**src/rtl/kgp_imem_loader_if.sv**
```systemverilog
// Program stream in (valid/ready, last-qualified) and instruction-memory write bus out.
// Width of the memory address follows the loader's ADDR_W.
interface kgp_imem_loader_if #(
  parameter int ADDR_W = 10
);
  logic              in_valid;
  logic [31:0]       in_data;
  logic              in_last;
  logic              in_ready;
  logic              imem_we;
  logic [ADDR_W-1:0] imem_addr;
  logic [31:0]       imem_wdata;

  modport master (
    output in_valid, in_data, in_last,
    input  in_ready, imem_we, imem_addr, imem_wdata
  );

  modport slave (
    input  in_valid, in_data, in_last,
    output in_ready, imem_we, imem_addr, imem_wdata
  );
endinterface

```
**src/rtl/kgp_imem_loader.sv**
```systemverilog
// Streams a program into KGP_RISC instruction memory, one registered write per accepted word,
// then holds the core in reset for RST_HOLD+1 cycles after the last write; in_ready drops outside LOAD.
module kgp_imem_loader #(
  parameter int ADDR_W   = 10,
  parameter int RST_HOLD = 4
) (
  input  logic              clk,
  input  logic              rst,
  input  logic              start,
  kgp_imem_loader_if.slave  bus,
  output logic              cpu_rst,
  output logic              done,
  output logic              err,
  output logic [ADDR_W:0]   word_count
);

  typedef enum logic [1:0] {IDLE, LOAD, HOLD, RUN} state_t;

  localparam logic [3:0] HOLD_LAST = 4'(RST_HOLD);

  state_t            state, state_nxt;
  logic [ADDR_W-1:0] ptr, ptr_nxt;
  logic [3:0]        hold, hold_nxt;
  logic              ready, ready_nxt;
  logic              we, we_nxt;
  logic [ADDR_W-1:0] addr, addr_nxt;
  logic [31:0]       wdata, wdata_nxt;
  logic              cpu_rst_nxt, done_nxt, err_nxt;
  logic [ADDR_W:0]   count_nxt;
  logic              hs, full;

  assign hs   = bus.in_valid & ready;
  assign full = (ptr == {ADDR_W{1'b1}});

  always_comb begin
    state_nxt   = state;
    ptr_nxt     = ptr;
    hold_nxt    = hold;
    ready_nxt   = ready;
    we_nxt      = 1'b0;
    addr_nxt    = addr;
    wdata_nxt   = wdata;
    cpu_rst_nxt = cpu_rst;
    done_nxt    = done;
    err_nxt     = err;
    count_nxt   = word_count;
    case (state)
      IDLE, RUN: begin
        if (start) begin
          state_nxt   = LOAD;
          ready_nxt   = 1'b1;
          cpu_rst_nxt = 1'b1;
          done_nxt    = 1'b0;
          err_nxt     = 1'b0;
          count_nxt   = '0;
          ptr_nxt     = '0;
        end
      end
      LOAD: begin
        if (hs) begin
          we_nxt    = 1'b1;
          addr_nxt  = ptr;
          wdata_nxt = bus.in_data;
          count_nxt = word_count + (ADDR_W+1)'(1);
          if (bus.in_last || full) begin
            // The final slot is still written; the pointer parks instead of wrapping.
            state_nxt = HOLD;
            ready_nxt = 1'b0;
            hold_nxt  = '0;
            err_nxt   = ~bus.in_last;
          end else begin
            ptr_nxt = ptr + ADDR_W'(1);
          end
        end
      end
      HOLD: begin
        if (hold == HOLD_LAST) begin
          state_nxt   = RUN;
          cpu_rst_nxt = 1'b0;
          done_nxt    = 1'b1;
        end else begin
          hold_nxt = hold + 4'd1;
        end
      end
      default: state_nxt = IDLE;
    endcase
  end

  always_ff @(posedge clk or negedge rst) begin
    if (!rst) begin
      state      <= IDLE;
      ptr        <= '0;
      hold       <= '0;
      ready      <= 1'b0;
      we         <= 1'b0;
      addr       <= '0;
      wdata      <= '0;
      cpu_rst    <= 1'b1;
      done       <= 1'b0;
      err        <= 1'b0;
      word_count <= '0;
    end else begin
      state      <= state_nxt;
      ptr        <= ptr_nxt;
      hold       <= hold_nxt;
      ready      <= ready_nxt;
      we         <= we_nxt;
      addr       <= addr_nxt;
      wdata      <= wdata_nxt;
      cpu_rst    <= cpu_rst_nxt;
      done       <= done_nxt;
      err        <= err_nxt;
      word_count <= count_nxt;
    end
  end

  assign bus.in_ready   = ready;
  assign bus.imem_we    = we;
  assign bus.imem_addr  = addr;
  assign bus.imem_wdata = wdata;

endmodule

```
**src/flat_wrapper.sv**
```systemverilog
// flat-port wrapper written by rule: the top's interface ports become plain ports
module kgp_imem_loader_flat 
#(
  parameter int ADDR_W   = 10,
  parameter int RST_HOLD = 4
)
  (clk, rst, start, cpu_rst, done, err, word_count, bus_in_valid, bus_in_data, bus_in_last, bus_in_ready, bus_imem_we, bus_imem_addr, bus_imem_wdata);
  kgp_imem_loader_if #(.ADDR_W(ADDR_W)) bus_i ();
  input  logic clk;
  input  logic rst;
  input  logic start;
  output logic cpu_rst;
  output logic done;
  output logic err;
  output logic [ADDR_W:0] word_count;
  input wire logic [$bits(bus_i.in_valid)-1:0] bus_in_valid;
  input wire logic [$bits(bus_i.in_data)-1:0] bus_in_data;
  input wire logic [$bits(bus_i.in_last)-1:0] bus_in_last;
  output wire logic [$bits(bus_i.in_ready)-1:0] bus_in_ready;
  output wire logic [$bits(bus_i.imem_we)-1:0] bus_imem_we;
  output wire logic [$bits(bus_i.imem_addr)-1:0] bus_imem_addr;
  output wire logic [$bits(bus_i.imem_wdata)-1:0] bus_imem_wdata;
  assign bus_i.in_valid = bus_in_valid;
  assign bus_i.in_data = bus_in_data;
  assign bus_i.in_last = bus_in_last;
  assign bus_in_ready = bus_i.in_ready;
  assign bus_imem_we = bus_i.imem_we;
  assign bus_imem_addr = bus_i.imem_addr;
  assign bus_imem_wdata = bus_i.imem_wdata;
  kgp_imem_loader #(.ADDR_W(ADDR_W), .RST_HOLD(RST_HOLD)) u_core (.clk(clk), .rst(rst), .start(start), .bus(bus_i), .cpu_rst(cpu_rst), .done(done), .err(err), .word_count(word_count));
endmodule
```
**config.mk**
```make
export PLATFORM = sky130hd
export DESIGN_NAME = kgp_imem_loader_flat
export DESIGN_NICKNAME = d
export VERILOG_FILES = /design/src/rtl/kgp_imem_loader_if.sv /design/src/rtl/kgp_imem_loader.sv /design/src/flat_wrapper.sv
export SDC_FILE = /design/constraint.sdc
export NUM_CORES = 1
export LEC_CHECK = 0
export ABC_AREA = 1
export BUFFER_PORTS_ARGS = -buffer_cell sky130_fd_sc_hd__buf_2
export CAP_MARGIN = 20
export CELL_PAD_IN_SITES_DETAIL_PLACEMENT = 1
export CELL_PAD_IN_SITES_GLOBAL_PLACEMENT = 1
export CORE_AREA = 2 2 82 115
export DETAILED_ROUTE_END_ITERATION = 8
export DIE_AREA = 0 0 84 117
export PLACE_DENSITY_LB_ADDON = 0.1
export SLEW_MARGIN = 25
export SYNTH_ARGS = -nofsm -noshare
export SYNTH_HDL_FRONTEND = slang
export SYNTH_SLANG_ARGS = --single-unit
```
**constraint.sdc**
```tcl
create_clock -name clk -period 2.3 [get_ports clk]
set_input_delay 0.46 -clock clk [delete_from_list [all_inputs] [get_ports clk]]
set_output_delay 0.46 -clock clk [all_outputs]
set_load 0.01 [all_outputs]
```
# [Yosys cells after proc, flatten, opt, wreduce, memory -nomap -nowiden]
# Index checks and enable logic that the tools add are counted.
# W data, S select, Z words.
[totals] register_bits=74 latchBits=0 ramBits=0 rom_bits=0 inputBits=37 out_inout_bits=58 elab_cells=70 n_memories=0
[classes] n_addsub=3 mul=0 n_div=0 order_cmp=0 eq_ne=11 shifts=0 n_mux=30 bitwise_logic=2 n_reduce_logical=13
[op_table] cell="$mux W10" n=3
[op_table] cell="$mux W11" n=2
[op_table] cell="$pmux W11 S2" n=1
[op_table] cell="$pmux W10 S2" n=1
[op_table] cell="$reduce_and A4 Y1" n=4
[op_table] cell="$mux W4" n=3
[op_table] cell="$add A11 B1 Y11 const B" n=1
[op_table] cell="$add A10 B1 Y10 const B" n=1
[op_table] cell="$eq A10 B10 Y1 const B" n=1
[op_table] cell="$mux W1" n=10
[op_table] cell="$mux W2" n=4
[op_table] cell="$pmux W1 S2" n=4
[op_table] cell="$pmux W4 S2" n=1
[op_table] cell="$ne A2 B1 Y1 const B" n=3
[op_table] cell="$ne A2 B2 Y1 const B" n=3
[op_table] cell="$pmux W2 S3" n=1
[op_table] cell="$reduce_and A3 Y1" n=2
[op_table] cell="$reduce_bool A2 Y1" n=3
[op_table] cell="$add A4 B1 Y4 const B" n=1
[op_table] cell="$eq A2 B2 Y1 const B" n=2
[op_table] cell="$eq A4 B3 Y1 const B" n=1
[op_table] cell="$eq A2 B1 Y1 const B" n=1
[op_table] cell="$logic_not A2 Y1" n=1
[op_table] cell="$reduce_and A2 Y1" n=1
[op_table] cell="other kinds (4)" n=4

# [Depth between registers and ports, before layout]
# Gate-level depths: netlist (run 1).
[depth] word_depth=5 depth_mapped=10

# [Worst setup path after synthesis (run 1)]
# OpenSTA, ideal clock, no wires.
[synth_timing] path_kind="reg-to-reg" start="reg u_core.state[0]" end="reg u_core.word_count[1]" setup_ns=0.122 t_arrival_ns=1.408 required_ns=2.178 setup_slack_ns=0.770 stages_incl_launch_ff=8 period_less_slack_ns=1.530 cell_sequence="dfrtp_1 ha_1 inv_2 nand2_2 nand2_1 nand2_2 buf_4 a32o_1"
[synth_between] elab_chain_len=4 word_cells_on_any_way=9 cone_classes="eq/ne (4); mux (1); reduce/logical (4)"
[synth_rtl] element="from (decl)" line="kgp_imem_loader.sv:21" rtl="state_t state, state_nxt;"
[synth_rtl] element="from (signal assigned)" line="kgp_imem_loader.sv:103" rtl="state <= state_nxt;"
[synth_rtl] element="$eq A2 B2 Y1 or $logic_not A2 Y1 (tied branches)" line="kgp_imem_loader.sv:47" rtl="case (state)"
[synth_rtl] element="$reduce_or A2 Y1" line="kgp_imem_loader.sv:47"
[synth_rtl] element="$ne A2 B2 Y1 (no source line) or $reduce_bool A2 Y1 (tied branches)"
[synth_rtl] element="$reduce_and A3 Y1 (no source line)"
[synth_rtl] element="to (signal assigned)" line="kgp_imem_loader.sv:113" rtl="word_count <= count_nxt;"
[synth_rtl] element="to (decl)" line="kgp_imem_loader.sv:14" rtl="output logic [ADDR_W:0] word_count"
# Parallel ways exist; a longest one is shown, timed or not.
# A chain may end at the register's enable or synchronous reset.

# [Worst setup path in the final report (run 1)]
[layout_timing] start="reg u_core.state[0]" end="reg u_core.word_count[10]"
# The elaborated chain is that of the path after synthesis.

==> results of run 1 <==
[cells by family (layout without fill, tap and decap cells)]
family          Yosys count  after routing  share of synthesized area, %
fa+ha+maj                 7              7                          2.55
compound gates           36             36                          6.04
buf+inv                  35            139                          4.04
simple gates            262            262                          32.7
xor+xnor                  3              3                         0.764
flops                    74             74                          53.9
[power groups by stage]
stage               clock, uW  combinational [uW]  sequential, uW
global placement            0                1950            1940
floorplan                   0                1140            2080
finish                   1280                1970            1940
CTS                      1330                2030            1940
global route             1380                2260            1990
detailed placement          0                2010            1960
[critical path, cell delays in order (launching register included)]
cell and delay [ns]:
dfrtp_1 0.40, inv_1 0.07, ha_1 0.36, nand2_1 0.20
nand2_2 0.24, nor2_4 0.22, nand3_1 0.09, nand2_1 0.07
nor2_1 0.04
[placed cells by master, fill, tap and decap left out, drive strengths merged]
cell,n
a21oi,10
o21bai,1
o31ai,1
dfrtp,73
or2,1
nand2,209
nor2,26
clkinvlp,1
nand4,7
o21ai,20
clkinv,1
xor2,2
o21a,1
nand3,17
ha,7
a31o,1
a32o,1
clkbuf,14
a21o,1
nor3,2
inv,23
xnor2,1
dfstp,1
buf,100
[metal layers]
metal / GRT usage, % / vias up
met3: 4.07 / 11
met4: 6.45 / 0
met1: 22.5 / 1471
met5: 0 / -
li1: - / 1503
met2: 33.6 / 57
[layout make-up]
class	count	area share, %
sequential	74	42.8
multi-input combinational	308	33.5
timing repair buffer	100	12.2
clock buffer	14	6.09
tap	107	3.09
inverter	23	1.99
clock inverter	2	0.289
[registers in the layout, indices dropped and copies added (netlist names)]
| signal | count |
|---|---|
| u_core.ptr | 10 |
| u_core.word_count | 11 |
| u_core.done | 1 |
| u_core.state | 2 |
| u_core.bus.imem_wdata | 32 |
| u_core.bus.in_ready | 1 |
| u_core.err | 1 |
| u_core.hold | 4 |
| u_core.cpu_rst | 1 |
| u_core.bus.imem_we | 1 |
| u_core.bus.imem_addr | 10 |
[worst max-delay path by stage]
stage                          from               endpoint  slack, ns  cells after the start
finish              u_core.state[0]  u_core.word_count[10]       0.50                      8
global route        u_core.state[0]  u_core.word_count[10]       0.33                      8
CTS                 u_core.state[0]  u_core.word_count[10]       0.48                      8
detailed placement  u_core.state[0]  u_core.word_count[10]       0.49                      8
global placement    u_core.state[0]  u_core.word_count[10]       0.57                      9
floorplan           u_core.state[0]   u_core.word_count[1]       0.77                      7
[through the flow]
stage | total power [uW] | utilization, %
finish | 5190 | 48.8
CTS | 5300 | 48.8
detailed placement | 3980 | 45.7
global placement | 3890 | 45.7
floorplan | 3220 | -
global route | 5630 | 48.8
==> flow_metrics.tcl, run 1 <==
set metrics [dict create \
    yosys_warnings 0 \
    core_mm2 0.00887 \
    slew_headroom_pct 70.7 \
    p_clk_share_pct 24.7 \
    r2r-start "u_core.state[0]" \
    fin_tns_setup_ns 0 \
    timing.final.crit_share_pct 78.3 \
    power_frac_seq_pct 37.3 \
    ys_seq_area_share_pct 53.9 \
    routed.top_layer "met4" \
    hold_viol 0 \
    status "complete, no violations" \
    cts_inserted_buffers 9 \
    finalMaxSlewViolations 0 \
    clock-root-buffer "clkbuf_16" \
    leakage_uw 0.00237 \
    p_comb_share_pct 38.0 \
    yosysTopAreaCell "dfrtp_1" \
    drc 0 \
    numPlacedInstances 612 \
    synth.most_common_cell "nand2_1" \
    cp-start-kind "flip-flop" \
    met1_length_mm 3.63 \
    area_growth_pct 26.0 \
    crit_type "reg -> reg" \
    yosysTopAreaCellShare_pct 53.1 \
    rows 41 \
    syn_inst 417 \
    cts.sinks 74 \
    place_ws_ns 0.491 \
    dieWidth_um 84 \
    io_buffer_count 94 \
    swShare_pct 39.1 \
    skew_ns 0.00530 \
    place_area_mm2 0.00406 \
    drtIter0Drc 61 \
    first_global_vias 3135 \
    p_sw_uw 2030 \
    pin_count 95 \
    final_cell_area_mm2 0.00433 \
    vias 3042 \
    critPathCaptureType "flip-flop" \
    grt_remaining_overflow 0 \
    nFillCells 1117 \
    cell_internal_pwr_uw 3160 \
    vdd_drop_max_mv 0.639 \
    clk_latency_ns 0.33 \
    synthTopCellsByArea "dfrtp_1 53%, nand2_1 22%, ha_1 2.5%" \
    worstMarginPinSlew_ns 0.440 \
    dr.pass1.iters 4 \
    syn_avg_cell_area_um2 8.25 \
    die_area_mm2 0.00983 \
    grt_usage_pct 18.8 \
    diodes 0 \
    instances_no_fill 628 \
    cp_max_fo 13 \
    initial_core_util_pct 38.8 \
    clkTransAtPathRegs_ns 0.05 \
    ctsResizeCount 0 \
    hp-class "in -> async" \
    cp.arrival_ns 2.02 \
    rsz0062_at_grt "no" \
    ant_nets 0 \
    setup_slack_ns 0.498 \
    cts_tree "built" \
    worstPathRequired_ns 2.52 \
    r2r_setup_slack_ns 0.50 \
    synthArstFlopShare_pct 100 \
    fin_crit_ns 1.80 \
    seq_area_mm2 0.00185 \
    synth_area_mm2 0.00344 \
    post-cts-setup-buffers 0 \
    synth_cell_types 33 \
    clock.fmax_ghz 0.555 \
    synth_fp_nets 461 \
    gp_congestion 0.812 \
    grt_pass1_wl_mm 14.8 \
    postCtsHoldBufs 0 \
    nets 560 \
    die_h_um 117 \
    hold_slack_ns 0.0713 \
    wl_mm 8.53 \
    ff2ff_path_depth 8 \
    ys_ff_latch 74 \
    r2r_end "u_core.word_count[10]" \
    antenna_found_initial 0 \
    yosys_most_used_dff "dfrtp_1" \
    ys_top_cells_by_count "203 x nand2_1, 73 x dfrtp_1, 22 x nor2_1, 19 x inv_1, 14 x nand3_1" \
    setup_violations 0 \
    clockBufferDepth 2 \
    wl_met2_mm 4.40 \
    synth_edf_count 0 \
    post_drt_via_cell_ratio 4.84 \
    routedWlPerCell_um 13.6 \
    maxCapViolCount 0 \
    htree_levels 3 \
    power.density_mw_per_mm2 1200 \
    grt_max_degree 44 \
    multi_input_area_mm2 0.00145 \
    wl_met3_um 372 \
    layout-drive-gt1-share_pct 26.1 \
    hpwl_mm 6.33 \
]
(Power assumes the default switching activity.)
==> inputs of run 2 (changes only) <==
--- a/config.mk
+++ b/config.mk
@@ -10,9 +10,9 @@
 export CAP_MARGIN = 20
 export CELL_PAD_IN_SITES_DETAIL_PLACEMENT = 1
 export CELL_PAD_IN_SITES_GLOBAL_PLACEMENT = 1
-export CORE_AREA = 2 2 82 115
+export CORE_AREA = 2 2 89 125
 export DETAILED_ROUTE_END_ITERATION = 8
-export DIE_AREA = 0 0 84 117
+export DIE_AREA = 0 0 91 127
 export PLACE_DENSITY_LB_ADDON = 0.1
 export SLEW_MARGIN = 25
 export SYNTH_ARGS = -nofsm -noshare
==> constraint.sdc (replaced) <==
create_clock -name clk -period 1.6 [get_ports clk]
set_input_delay 0.32 -clock clk [delete_from_list [all_inputs] [get_ports clk]]
set_output_delay 0.32 -clock clk [all_outputs]
set_load 0.01 [all_outputs]
==> flow_metrics.tcl, run 2 (synthesis results as in run 1) <==
set metrics [dict create \
    cts.sinks 74 \
    clkTransAtPathRegs_ns 0.06 \
    rsz0062_at_grt "yes" \
    critPathSlowestCell "dfrtp_1" \
    grt_usage_pct 17.0 \
    core_mm2 0.0103 \
    layout-drive-gt1-share_pct 31.9 \
    cts_tree "built" \
    hpwl_mm 6.84 \
    post_drt_via_cell_ratio 4.58 \
    gp_congestion 0.773 \
    routed.top_layer "met4" \
    r2r_setup_slack_ns 0.02 \
    die_h_um 127 \
    routedWlPerCell_um 13.5 \
    clock.fmax_ghz 0.634 \
    area_growth_pct 37.7 \
    finalPower_uw 8530 \
    vdd_drop_max_mv 0.945 \
    vias 3155 \
    worstMarginPinSlew_ns 0.265 \
    die_area_mm2 0.0116 \
    drtIter0Drc 88 \
    grt_pass1_wl_mm 15.9 \
    r2r-start "u_core.state[1]" \
    hold_path.startpoint "bus_in_data[13]" \
    finalMaxSlewViolations 0 \
    maxCapViolCount 0 \
    clockBufferDepth 2 \
    critPathCaptureType "flip-flop" \
    clk_latency_ns 0.33 \
    hold_viol 0 \
    nets 590 \
    slowest_delay_ns 0.38 \
    antenna_found_initial 0 \
    grt_max_degree 45 \
    final_common_cell "nand2_1" \
    cp_max_fo 4 \
    htree_levels 3 \
    setup_violations 0 \
    worstPathRequired_ns 1.87 \
    slew_headroom_pct 82.4 \
    hp-class "in -> reg" \
    grt_remaining_overflow 0 \
    wl_mm 9.33 \
    initial_core_util_pct 33.2 \
    diodes 0 \
    leakage_uw 0.00255 \
    ant_nets 0 \
    crit_top_cell "nand2_1" \
    whs_endpoint "u_core.bus.imem_wdata[13]" \
    worstPathCellList "buf_4, ha_4, nand2_2, nand2_1, a21oi_4, buf_4, nand2_1, nand2_1" \
    r2r_end "u_core.ptr[5]" \
    pin_count 95 \
    largest_reg_flops 32 \
    io_buffer_count 94 \
    first_global_vias 3361 \
    ff2ff_path_depth 8 \
    dieWidth_um 91 \
    status "complete, no violations" \
    cts_inserted_buffers 9 \
    drc 0 \
    cp.arrival_ns 1.84 \
    layout_common_cells "201 x nand2_1, 93 x buf_2, 73 x dfrtp_1, 32 x buf_4, 22 x nor2_1" \
    wl_met3_um 332 \
    clock-root-buffer "clkbuf_16" \
    wl_met2_mm 4.83 \
    cp-start-kind "flip-flop" \
    place_ws_ns -0.104 \
    fin_crit_ns 1.58 \
    crit_type "reg -> reg" \
    timing.final.crit_share_pct 98.6 \
    power.density_mw_per_mm2 1800 \
    rows 44 \
    setup_slack_ns 0.0229 \
    skew_ns 0.00809 \
    met1_length_mm 4.03 \
    dr.pass1.iters 4 \
    whs_path_depth 3 \
]
-- run 2: per-layer routing --
layer / GRT usage [%] / vias to the layer above
li1: - / 1568
met1: 20.2 / 1522
met2: 30.5 / 56
met3: 3.48 / 9
met4: 6.15 / 0
met5: 0 / -
-- run 2: area by class of cell --
class / instances / area, um^2
well taps: 138 / 173
clock buffers: 9 / 225
multi-input cells: 308 / 1520
fillers: 1281 / 5610
flip-flops and latches: 74 / 1850
inverters: 23 / 86.3
repair buffers: 130 / 787
clock inverters: 7 / 93.8
-- run 2: repair_timing --
item	CTS	global route
resized for setup	5	11
endpoints found under the hold margin	14	0
setup buffers	1	5
pin swaps	1	3
setup endpoints to repair	17	19
hold buffers	1	0
-- run 2: worst max-delay path by stage --
stage	start	endpoint	cells past startpoint
2_1_floorplan	u_core.state[0]	u_core.word_count[1]	7
3_3_place_gp	u_core.state[0]	u_core.word_count[10]	9
3_5_place_dp	u_core.state[0]	u_core.word_count[8]	9
4_1_cts	u_core.state[1]	u_core.word_count[8]	9
5_1_grt	u_core.state[1]	u_core.ptr[8]	8
6_report	u_core.state[1]	u_core.ptr[5]	8
-- run 2: worst max-delay path: cells and delay by family (launching register included) --
kind / cells / cell delay (ns)
AND/OR/NAND/NOR: 4 / 0.39
flip-flops: 1 / 0.38
buffers and inverters: 2 / 0.31
adder cells (fa/ha/maj): 1 / 0.26
AO/OA/AOI/OAI: 1 / 0.18
-- run 2: metrics by stage --
| step | instance area [um^2] | instances | setup TNS [ns] | utilization [%] | hold WS [ns] |
|---|---|---|---|---|---|
| after detailed placement | 4290 | 666 | -0.771 | 41.5 | 0.199 |
| after floorplan | 3440 | 417 | 0 | - | 0.0244 |
| after global placement | 4290 | 666 | 0 | 41.5 | 0.199 |
| after global routing | 4740 | 689 | -0.703 | 45.8 | 0.182 |
| final | 4740 | 689 | 0 | 45.8 | 0.180 |
| after CTS | 4650 | 684 | 0 | 45.0 | 0.169 |
-- run 2: power by group --
part           internal [uW]  switching, uW  total [uW]
Combinational           1490           2130        3620
Sequential              2420            315        2740
Clock                   1360            804        2170
